File: config.mk
export PLATFORM = sky130hd
export DESIGN_NAME = cva6_refill_arbiter
export DESIGN_NICKNAME = d
export VERILOG_FILES = /design/src/rtl/cva6_refill_arbiter.sv
export SDC_FILE = /design/constraint.sdc
export NUM_CORES = 1
export LEC_CHECK = 0
export ABC_CLOCK_PERIOD_IN_PS = 4700
export CAP_MARGIN = 20
export CORE_AREA = 2 2 142 144
export CTS_BUF_LIST = sky130_fd_sc_hd__clkbuf_16
export DETAILED_ROUTE_END_ITERATION = 10
export DIE_AREA = 0 0 144 146
export PLACE_DENSITY = 0.65
export SYNTH_ARGS = -nofsm -noshare
export SYNTH_HDL_FRONTEND = slang
export SYNTH_SLANG_ARGS = --single-unit
File: constraint.sdc
create_clock -name clk_i -period 4.7 [get_ports clk_i]
set_input_delay 0.47 -clock clk_i [delete_from_list [all_inputs] [get_ports clk_i]]
set_output_delay 0.47 -clock clk_i [all_outputs]
set_load 0.1 [all_outputs]
File: src/rtl/cva6_refill_arbiter.sv
// cva6_refill_arbiter
//   Shares one AXI read-address / read-data channel pair between the icache
//   (requester 0) and the dcache (requester 1) refill paths. The arbiter
//   grants round-robin and caps the number of in-flight bursts per requester.
//   Read data is routed back to a requester by bit 0 of the AXI ID.
// Ports:
//   clk_i, rst_i              clock, asynchronous active-high reset
//   req_valid_i/req_ready_o   per-requester refill request handshake
//   req_addr_i, req_len_i     per-requester burst start address and AXI len
//   ar_*                      AXI read-address channel (registered fields)
//   r_*                       AXI read-data channel (combinational routing)
//   rsp_*                     per-requester response beats (shared data/last)
//   err_o                     pulse on a completion with no burst outstanding
//   busy_o                    per-requester "burst in flight" flag
module cva6_refill_arbiter #(
  parameter int unsigned AddrWidth      = 64,
  parameter int unsigned DataWidth      = 64,
  parameter int unsigned IdWidth        = 4,
  parameter int unsigned MaxOutstanding = 7
) (
  input  logic                      clk_i,
  input  logic                      rst_i,
  input  logic [1:0]                req_valid_i,
  output logic [1:0]                req_ready_o,
  input  logic [1:0][AddrWidth-1:0] req_addr_i,
  input  logic [1:0][7:0]           req_len_i,
  output logic                      ar_valid_o,
  input  logic                      ar_ready_i,
  output logic [AddrWidth-1:0]      ar_addr_o,
  output logic [7:0]                ar_len_o,
  output logic [IdWidth-1:0]        ar_id_o,
  input  logic                      r_valid_i,
  output logic                      r_ready_o,
  input  logic [IdWidth-1:0]        r_id_i,
  input  logic                      r_last_i,
  input  logic [DataWidth-1:0]      r_data_i,
  output logic [1:0]                rsp_valid_o,
  input  logic [1:0]                rsp_ready_i,
  output logic [DataWidth-1:0]      rsp_data_o,
  output logic                      rsp_last_o,
  output logic                      err_o,
  output logic [1:0]                busy_o
);

  localparam int unsigned CntW = $clog2(MaxOutstanding + 1);
  localparam logic [CntW-1:0] CntMax = CntW'(MaxOutstanding);

  typedef enum logic {IDLE, ISSUE} state_e;

  state_e                   state_q, state_d;
  logic                     ptr_q, ptr_d;
  logic [AddrWidth-1:0]     ar_addr_q, ar_addr_d;
  logic [7:0]               ar_len_q, ar_len_d;
  logic [IdWidth-1:0]       ar_id_q, ar_id_d;
  logic [1:0][CntW-1:0]     cnt_q, cnt_d;

  logic [1:0] elig;
  logic       win;
  logic [1:0] inc;
  logic       r_tgt;
  logic       r_done;
  logic       r_id_unused;

  // Only bit 0 of the ID selects the requester.
  assign r_id_unused = ^r_id_i;

  always_comb begin
    state_d     = state_q;
    ptr_d       = ptr_q;
    ar_addr_d   = ar_addr_q;
    ar_len_d    = ar_len_q;
    ar_id_d     = ar_id_q;
    req_ready_o = '0;
    inc         = '0;
    win         = 1'b0;
    elig        = req_valid_i & {(cnt_q[1] < CntMax), (cnt_q[0] < CntMax)};
    case (state_q)
      IDLE: begin
        if (elig != '0) begin
          // Pointer holder wins if eligible; a saturated one yields to the other.
          win              = elig[ptr_q] ? ptr_q : ~ptr_q;
          req_ready_o[win] = 1'b1;
          ar_addr_d        = req_addr_i[win];
          ar_len_d         = req_len_i[win];
          ar_id_d          = IdWidth'(win);
          ptr_d            = ~win;
          state_d          = ISSUE;
        end
      end
      ISSUE: begin
        if (ar_ready_i) begin
          inc[ar_id_q[0]] = 1'b1;
          state_d         = IDLE;
        end
      end
      default: state_d = IDLE;
    endcase
  end

  always_comb begin
    r_tgt              = r_id_i[0];
    rsp_valid_o        = '0;
    rsp_valid_o[r_tgt] = r_valid_i;
    r_ready_o          = rsp_ready_i[r_tgt];
    rsp_data_o         = r_data_i;
    rsp_last_o         = r_last_i;
    r_done             = r_valid_i & r_ready_o & r_last_i;
    err_o              = r_done && (cnt_q[r_tgt] == '0);
    cnt_d              = cnt_q;
    for (int unsigned i = 0; i < 2; i++) begin
      // Completion on an empty counter is reported via err_o, never underflows.
      cnt_d[i] = cnt_q[i] + CntW'(inc[i])
               - CntW'(r_done && (r_tgt == 1'(i)) && (cnt_q[i] != '0));
    end
  end

  always_ff @(posedge clk_i or posedge rst_i) begin
    if (rst_i) begin
      state_q   <= IDLE;
      ptr_q     <= 1'b0;
      ar_addr_q <= '0;
      ar_len_q  <= '0;
      ar_id_q   <= '0;
      cnt_q     <= '0;
    end else begin
      state_q   <= state_d;
      ptr_q     <= ptr_d;
      ar_addr_q <= ar_addr_d;
      ar_len_q  <= ar_len_d;
      ar_id_q   <= ar_id_d;
      cnt_q     <= cnt_d;
    end
  end

  assign ar_valid_o = (state_q == ISSUE);
  assign ar_addr_o  = ar_addr_q;
  assign ar_len_o   = ar_len_q;
  assign ar_id_o    = ar_id_q;
  assign busy_o     = {(cnt_q[1] != '0), (cnt_q[0] != '0)};

endmodule

# [Word-level counts from Yosys, hierarchy flattened]
# Index checks and enable logic that the tools add are counted.
[classes] muxes=24 n_lt_le_gt_ge=9 n_bitwise=8 reduce_logical=13 add_sub_neg=4
[op_table] operator="two-way mux 64 bit" n=2
[op_table] operator="two-way mux 8 bit" n=2
[op_table] operator="two-way mux 1 bit" n=10
[op_table] operator="logical AND 1 bit" n=8
[op_table] operator="< comparator 1 x 2 -> 1 bit, second input constant" n=4
[op_table] operator="two-way mux 2 bit" n=4
[op_table] operator="adder 3 x 1 -> 3 bit" n=2
[op_table] operator="< comparator 3 bit, second input constant" n=2
[op_table] operator="two-way mux 3 bit" n=2
[op_table] operator="nonzero test 3 bit" n=2
[op_table] operator="subtractor 3 x 1 -> 3 bit" n=2
[op_table] operator="AND 2 bit" n=2
[op_table] operator="NOT 1 bit" n=4
[op_table] operator="demux 1 bit (select 1 bit)" n=3
[op_table] operator=">= comparator 1 bit, second input constant" n=3
[op_table] operator="logical NOT 3 bit" n=1
[op_table] operator="AND 1 bit" n=2
[op_table] operator="case mux 1 bit (2 select lines)" n=1
[op_table] operator="AND reduction 2 bit" n=1
[op_table] operator="nonzero test 2 bit" n=1
[word_totals] out_inout_bits=150 register_bits=81

# [Depth between registers and ports, before layout]
# Gate-level depths: netlist of the first run.
[depth] ltp_word=11 ltp_mapped=9 ltp_nobuf=9

# [Least setup slack after synthesis of the first run]
# No wires, ideal clock.
[synth_path] kind="reg-to-output" startpoint="register state_q, in the netlist ar_valid_o" endpoint="output port req_ready_o[0]" path_slack_ps=683 t_arrival_ps=3547 stages_incl_launch_ff=4 t_required_ps=4230 path_cell_list="dfrtp_1 clkbuf_1 clkbuf_1 a211oi_1"
[synth_via] elab_chain_cells=1
[synth_lines] item="start, declared" line="50" rtl="state_e state_q, state_d;"
[synth_lines] item="start signal, assigned" line="126" rtl="state_q <= state_d;"
[synth_lines] item="two-way mux 2 bit" line="77" rtl="case (state_q)"
[synth_lines] item="end, declared" line="24" rtl="output logic [1:0] req_ready_o,"
# No other way between the ends.

# [Final worst setup path of the first run]
[layout_path] startpoint="register cnt_q[4] (netlist name)" endpoint="output port req_ready_o[0]"
[layout_via] elab_chain_cells=11
[layout_lines] item="start, declared" line="55" rtl="logic [1:0][CntW-1:0] cnt_q, cnt_d;"
[layout_lines] item="start signal, assigned" line="131" rtl="cnt_q <= cnt_d;"
[layout_lines] item="< comparator 3 bit (*)" line="76" rtl="elig = req_valid_i & {(cnt_q[1] < CntMax), (cnt_q[0] < CntMax)};"
[layout_lines] item="AND 2 bit (*)" line="76"
[layout_lines] item="two-way mux 1 bit (implied by the code) (2 in series)" line="81" rtl="win = elig[ptr_q] ? ptr_q : ~ptr_q;"
[layout_lines] item="two-way mux 1 bit" line="81"
[layout_lines] item="< comparator 1 x 2 -> 1 bit (implied by the code) or >= comparator 1 bit (tied branches)" line="82" rtl="req_ready_o[win] = 1'b1;"
[layout_lines] item="logical AND 1 bit (implied by the code)" line="82"
[layout_lines] item="two-way mux 1 bit (implied by the code)" line="82"
[layout_lines] item="demux 1 bit (select 1 bit)" line="82"
[layout_lines] item="two-way mux 2 bit (*)" line="79" rtl="if (elig != '0) begin"
[layout_lines] item="two-way mux 2 bit (*)" line="77"
# Mark *: on every way between the ends. The rest lies on a longest branch, timed or not. The select of a mux whose other input is x is not followed.

==> results by stage, run 1 <==
Setup path:
- At the worst endpoint, the arrival time is 2.68 ns.
- The type of origin of the critical path is a flip-flop.
- The slack of the worst reg-to-reg path is 2.03 ns.
- The worst setup path is of the flip-flop to output pin kind.
- The peak fanout along the critical path is 55.
- For the worst setup path, the data required time is 4.23 ns.
- The endpoint type of the worst setup path is an output pin.

Floorplanning:
- Row generation in the floorplan step produced 51 rows.
- The total core area is 19,330 sq um.
- The die covers 21,020 sq um.
- The number of I/O pins is 371.
- The die is 146 microns tall.
- The initial cell density of the core is 24.44%.
- In this run the horizontal extent of the chip is 144 microns.

STA:
- The final count of hold timing violations is 0.
- For the final database, setup skew stands at 0.01164 ns.
- The relative slew slack is 31.20%.
- The post-route clock period utilization is 67.03%.
- Summed over all failing endpoints, the final setup total negative slack is 0 ns.
- The slew at the pin closest to its max-slew limit is 1.029 ns.
- Setup violations remaining at the end of the flow were counted as 0.
- Derived from the worst setup path, the maximum achievable clock frequency is 0.3174 GHz.
- The minimum clock period is 3.151 ns.
- The number of slew-limit violations in the final report came to 0.
- Setup repair after global routing left no endpoint under its margin.

Power and ir drop:
- The internal portion of the total power is 2464 uW.
- The clock network power share is 11.9%.
- The switching power of the nets is 3575 uW.
- The fraction of power spent switching nets is 59.20%.
- The share of total power in combinational logic is 66.6%.
- The total power divided by cell area is 851.4 nW/um^2.
- In this run the static leakage power is 0.002941 uW.
- Of the total power, registers draw 21.4%.
- The maximum resistive drop on vdd is 0.4712 mV.

Yosys:
- The post-synthesis adder-cell area fraction is 2.436%.
- After synthesis the netlist holds a flip-flop and latch count of 81.
- The share of synthesized area in the top cell type comes to 42.89%.
- By area the synthesized netlist is led by dfrtp_1, a221o_1, a2111oi_0.
- Dividing the synthesized area by the synthesized cell count gives 10.34 sq um.
- The biggest area contributor in the post-synthesis netlist is dfrtp_1.
- The complex-gate fraction of the synthesized area is 29.92%.
- The combinational family with the most area after synthesis is compound AO/OA/AOI/OAI gates.
- The cell area after synthesis is 4726 sq um.
- Counting every instance in the synthesized netlist gives 457.
- The synthesis warning total is 0.
- Among all flip-flop cells after synthesis, the most frequent one is dfrtp_1.
- In the post-synthesis netlist, the cell with the most instances is inv_1.
- The async set-reset flop share out of synthesis is 100.0%.
- The xor/xnor share of the synthesized area is 0.3707%.
- The basic-gate share of the synthesized area counting and, or, nand and nor cells is 1.403%.
- The count of flip-flops with a built-in enable after synthesis is 0.
- After synthesis, the share of cell area in mux cells is 0.4501%.
- Ranked by instance count, the synthesized netlist is headed by inv_1, dfrtp_1, a2111oi_0, a221o_1, buf_4.
- The synthesized netlist contains 30 unique library cells.
- The share of synthesized area occupied by flip-flops and latches is 42.89%.

Final layout:
- The filler cells instantiated in the layout total 1,936.
- The total number of nets in the final design is 827.
- The number of non-filler instances in the completed layout is 868.
- In the final layout, the share of cells above drive strength 1 is 5.307%.
- 0 antenna diodes ended up in the layout.
- The area growth from synthesis to layout is 50.09%.

Detailed routing:
- The via density per instance is 4.888.
- The met1 routed wirelength after detailed routing is 6739 microns.
- For this run, design rule violations remaining after detail routing come to 0.
- The total via count after detailed routing is 4,243.
- The first routing iteration left 192 violations.
- The wire length on met2 is 8222 microns.
- The first detailed-routing pass ran for 4 iterations.
- The uppermost layer routed is met4.
- Once detail routing completed, the nets flagged for antenna violations numbered 0.
- The detailed route wirelength on metal3 is 1353 microns.
- The final routed wirelength across all metal layers is 16,780 microns.
- The detailed-route wire length per cell is 19.33 microns.

Global route:
- The total grt overflow is 0.
- The number of global-route vias before repair is 4,267.
- Entering global routing, the biggest net connects 56 pins.
- The global-route total usage across every layer is 15.62%.
- The first global-routing pass estimated 25,060 microns of wire.
- The number of antenna violations at the first check in global routing came to 0.

Clocking:
- The TritonCTS clock tree is built.
- The clock-pin slew on the worst setup and hold paths is 0.07 ns.
- The sink count of the clock tree is 81.
- The clock latency of the later-clocked register in the worst-skew pair is 0.34 ns.
- The number of resized instances in the post-cts repair step is 0.
- The count of hold-fix buffers inserted at cts is 0.
- The CTS H-tree depth is 3.
- The clock tree root driver cell is clkbuf_16.
- The number of post-CTS setup repair buffers is 0.
- The longest clock path from root to sink contains 2 buffers.
- TritonCTS created 9 clock buffers.

Place:
- Including well taps, the total number of placed cells is 852.
- The HPWL after detailed placement is 11,300 microns.
- The routability-driven placement congestion ratio is 0.7214.
- The number of buffers added on ports is 236.

Job:
- The max-capacitance violation count is 0.

Hold path:
- The class of the tightest hold or removal check is flip-flop to flip-flop.

Run status:
- The flow ran to the end, and the final reports show no timing, DRC or antenna violations.
[sequential cells by signal (all words and copies together), names as in the netlist]
| signal | flops |
|---|---|
| ar_addr_o | 64 |
| ar_len_o | 8 |
| ar_valid_o | 1 |
| ar_id_o | 1 |
| cnt_q | 6 |
| ptr_q | 1 |
[final timing paths]
kind                                   to  depth (start not counted)     startpoint
setup / recovery           req_ready_o[0]                          5       cnt_q[4]
hold / removal              ar_addr_o[29]                          1  ar_addr_o[29]
setup reg to reg                 cnt_q[2]                          8     ar_valid_o
hold reg to reg             ar_addr_o[29]                          1  ar_addr_o[29]
max in group asynchronous      ar_valid_o                          3          rst_i
min in group asynchronous   ar_addr_o[35]                          2          rst_i
[stage by stage]
step           total power (uW)  hold WS [ns]  setup WS [ns]  utilization [%]  instance area (sq um)
6_report                   6039        0.5141          1.549            36.69                   7093
5_1_grt                    6278        0.5268          1.395            36.69                   7093
4_1_cts                    6094        0.5150          1.514            36.69                   7093
3_5_place_dp               5346        0.4981          1.583            35.15                   6797
3_3_place_gp               5323        0.4962          1.532            35.01                   6769
2_1_floorplan              4528        0.4939         0.6834                -                   4733
[cell usage in the layout (no fill, tap or decap), drive strengths merged, types with 2 or more instances in the layout]
master and n:
nand3 3, ha 6, a2111oi 72, or3 2
clkbuf 9, clkinv 3, a21oi 3, fa 2
conb 3, clkdlybuf4s50 234, dfrtp 81, buf 10
inv 84, a21boi 2, nor2b 2, a221o 72
[area by class of cell]
type                    count  area [sq um]  share of cell area, %
clock buffers               9         225.2                  3.175
clock inverters             7         71.32                  1.005
inverters                  82         310.3                  4.375
multi-input cells         180          1675                  23.62
flip-flops and latches     81          2029                  28.61
well taps                 265         331.6                  4.675
repair buffers            244          2450                  34.54
[power by group through the flow]
stage	sequential [uW]	clock [uW]	combinational (uW)
finish	1290	721	4020
global route	1340	772	4170
CTS	1300	748	4050
detailed placement	1290	0	4050
global placement	1300	0	4020
floorplan	3400	0	1130
[worst max-delay path: stages (launching register included)]
cell and delay, ns:
dfrtp_1 0.40, ha_1 0.24, a21boi_4 0.58, buf_4 0.63, a211oi_1 0.19, buf_4 0.28
[cell families (layout without fill, tap and decap cells)]
logic type,Yosys count,count (layout)
muxes,2,2
adders and majority gates,8,8
DFF,81,81
xor gates and xnor gates,2,2
buffers and inverters,198,342
and+or+nand+nor,12,12
other,1,3
AOI/OAI and AO/OA,153,153
[per-layer routing]
| layer | global-route usage (%) | up-vias |
|---|---|---|
| met2 | 26.33 | 212 |
| met4 | 6.618 | 0 |
| met5 | 0 | - |
| met3 | 4.212 | 33 |
| met1 | 18.60 | 2059 |
| li1 | - | 1939 |
Power figures use the tool's default switching activity.
==> run 2, diff against run 1 <==
ABC_CLOCK_PERIOD_IN_PS = 2840   (was 4700)
PLACE_DENSITY = 0.67   (was 0.65)
clock period = 2.84 ns   (was 4.7 ns; I/O delays follow)
==> run 2 against run 1 <==
Critical endpoint is now req_ready_o[1]. Total power is 63% higher. First-iteration DRC count shrank 17%. Largest cell class unchanged. Highest routed layer unchanged. Sequential share of layout area rose by 0.60 points. Cell count grew 0.81%. Die area stayed put. Sequential power up 67%.
==> results by stage, run 2 (synthesized netlist as in run 1, its figures left out) <==
Run status:
- The flow ran to the end, and the final reports show no timing, DRC or antenna violations.

Global route:
- The total grt overflow came to 0 (unchanged).
- The number of global-route vias before repair was 4,256 (-0.26%).
- The first-pass GRT wire length is 24,580 microns (-1.9%).
- The number of antenna violations at the first check in global routing is 0 (unchanged).
- The pin count of the biggest net entering global routing is 46 (-18%).
- The global-route total usage across every layer was 15.17% (-0.45 points).

Floorplanning:
- The overall die width is 144 microns (unchanged).
- The total core area is 19,330 sq um (unchanged).
- The initial cell density of the core came to 24.44% (unchanged).
- The overall die area came to 21,020 sq um (unchanged).
- The y dimension of the die came to 146 microns (unchanged).
- The standard-cell row count is 51 (unchanged).
- The number of I/O pins was 371 (unchanged).

Clocking:
- The sink count of the clock tree is 81 (unchanged).
- The clock-pin slew on the worst setup and hold paths came to 0.07 ns (about the same).
- The TritonCTS clock tree is built.
- The clock tree root driver cell is clkbuf_16.
- The number of buffers added by the clock tree synthesis step is 9 (unchanged).
- The number of post-CTS setup repair buffers was 0 (unchanged).
- The maximum buffer depth of the clock tree is 2 (unchanged).
- The clock latency of the later-clocked register in the worst-skew pair is 0.34 ns (about the same).
- The count of hold-fix buffers inserted at cts came to 0 (unchanged).
- The number of resized instances in the post-cts repair step is 0 (unchanged).
- The CTS H-tree depth was 3 (unchanged).

Final layout:
- From synthesis to final layout, the design area changed by 46.99%.
- The flip-flop count of the largest register after layout came to 64 (unchanged).
- The number of inserted diodes is 0 (unchanged).
- The top cell types in the final layout, fill and taps aside, are clkdlybuf4s50_1, buf_4, inv_1, dfrtp_1.
- The share of post-route cells with drive strength above 1 is 19.84% (+15 points).
- The total number of nets in the final design is 834 (+0.85%).
- The most frequent standard cell in the layout excluding fill and tap cells is clkdlybuf4s50_1.

Setup path:
- The arrival time of data at the critical path endpoint came to 2.38 ns (-0.30 ns).
- The endpoint type of the worst setup path is an output pin.
- The type of origin of the critical path is a flip-flop.
- The data required time at the worst endpoint is 2.56 ns (-1.67 ns).
- The critical path is of the flip-flop to output pin type.
- The peak fanout along the critical path is 32 (-42%).

Detailed routing:
- The detailed-route DRC error count came to 0 (unchanged).
- The final routed wirelength across all metal layers is 16,400 microns (-2.3%).
- The number of design-rule violations left by the first detailed-router iteration came to 159 (-17%).
- The number of nets with antenna violations after detailed routing is 0 (unchanged).
- The detailed-router iteration count before antenna repair is 4 (unchanged).
- The total via count after detailed routing was 4,245 (+0.047%).
- The via density per instance was 4.851 (-0.75%).
- The detailed-route wire length per cell is 18.75 microns (-3.0%).

Job:
- The max-capacitance violation count was 0 (unchanged).

Power and ir drop:
- The total power divided by cell area came to 1413 nW/um^2 (+66%).
- The maximum resistive drop on vdd was 0.8055 mV (+71%).
- The cell leakage power came to 0.003061 uW (+4.1%).

STA:
- The setup TNS is 0 ns (unchanged).
- The relative slew slack is 47.96% (+17 points).
- Static timing analysis puts the maximum clock frequency at 0.3753 GHz.
- Setup repair after global routing left no endpoint under its margin.
- The final count of hold timing violations is 0 (unchanged).
- The clock tree skew after final layout is 0.01050 ns (-0.001140 ns).
- The number of slew-limit violations in the final report is 0 (unchanged).
- The minimum clock period is 2.664 ns.
- The post-route clock period utilization is 93.81%.
- The slew at the pin closest to its max-slew limit is 0.7806 ns (-0.2482 ns).
- The worst-case hold slack is 0.3018 ns (-0.2122 ns).
- The total setup violations reported at the end of the flow came to 0 (unchanged).

Hold path:
- The worst hold path belongs to the class input port to async pin.

Place:
- The number of buffers added on ports is 236 (unchanged).
- The post-detailed-placement half-perimeter wirelength came to 11,580 microns (+2.5%).
- The routability-driven placement congestion ratio is 0.7837 (+8.6%).
run 2: cell count changes in the layout (fill, tap and decap cells not counted), moves of 2 or more:
cell | before | now
clkdlybuf4s50_1 | 234 | 153
buf_4 | 8 | 95
clkinv_4 | 2 | 0
buf_12 | 1 | 3
clkinvlp_4 | 1 | 3
run 2: critical path, stage by stage (launching register included):
cell,delay [ns]
dfrtp_1,0.40
ha_1,0.18
a21bo_2,0.60
o211a_4,0.24
buf_4,0.36
buf_12,0.23
run 2: path summary, 6_finish.rpt:
path                                    start        endpoint  slack (ns)  cells past startpoint
worst max-delay path                 cnt_q[1]  req_ready_o[1]        0.18                      5
worst min-delay path                    rst_i   ar_addr_o[25]        0.30                      2
worst max register to register       cnt_q[1]    ar_addr_o[7]        0.56                      5
worst min register to register  ar_addr_o[36]   ar_addr_o[36]        0.52                      1
max in group asynchronous               rst_i      ar_valid_o        1.82                      3
min in group clk_i              ar_addr_o[36]   ar_addr_o[36]        0.52                      1
run 2: final cells by class:
| type | count | area [sq um] |
|---|---|---|
| Clock buffer | 9 | 225.2 |
| Clock inverter | 7 | 63.81 |
| Fill cell | 1980 | 12390 |
| Inverter | 82 | 309.0 |
| Multi-Input combinational cell | 180 | 1683 |
| Sequential cell | 81 | 2029 |
| Tap cell | 265 | 331.6 |
| Timing Repair Buffer | 251 | 2305 |
run 2: report_power, final:
| part | internal (uW) | switching (uW) | total [uW] |
|---|---|---|---|
| sequential | 1710 | 441 | 2150 |
| clock | 672 | 490 | 1160 |
| combinational | 1520 | 4980 | 6500 |
| total | 3910 | 5910 | 9820 |
run 2: routing by layer:
| metal | wire [microns] | vias up | share of wire [%] | GRT usage, % |
|---|---|---|---|---|
| li1 | - | 1949 | - | - |
| met1 | 6636 | 2052 | 40 | 18.29 |
| met2 | 7972 | 211 | 49 | 25.67 |
| met3 | 1375 | 33 | 8.4 | 4.475 |
| met4 | 418 | 0 | 2.5 | 5.147 |
| met5 | 0 | - | 0 | 0 |
run 2: metrics by stage:
stage / util [%] / area (sq um) / instances / total power, uW / setup slack (ns)
final: 35.93 / 6947 / 875 / 9818 / 0.1757
after global routing: 35.93 / 6947 / 875 / 10220 / 0.02414
after CTS: 35.93 / 6947 / 875 / 9901 / 0.1353
after detailed placement: 34.43 / 6658 / 859 / 8699 / 0.3242
after global placement: 34.43 / 6658 / 859 / 8671 / 0.2998
after floorplan: - / 4741 / 459 / 7499 / 0.005971
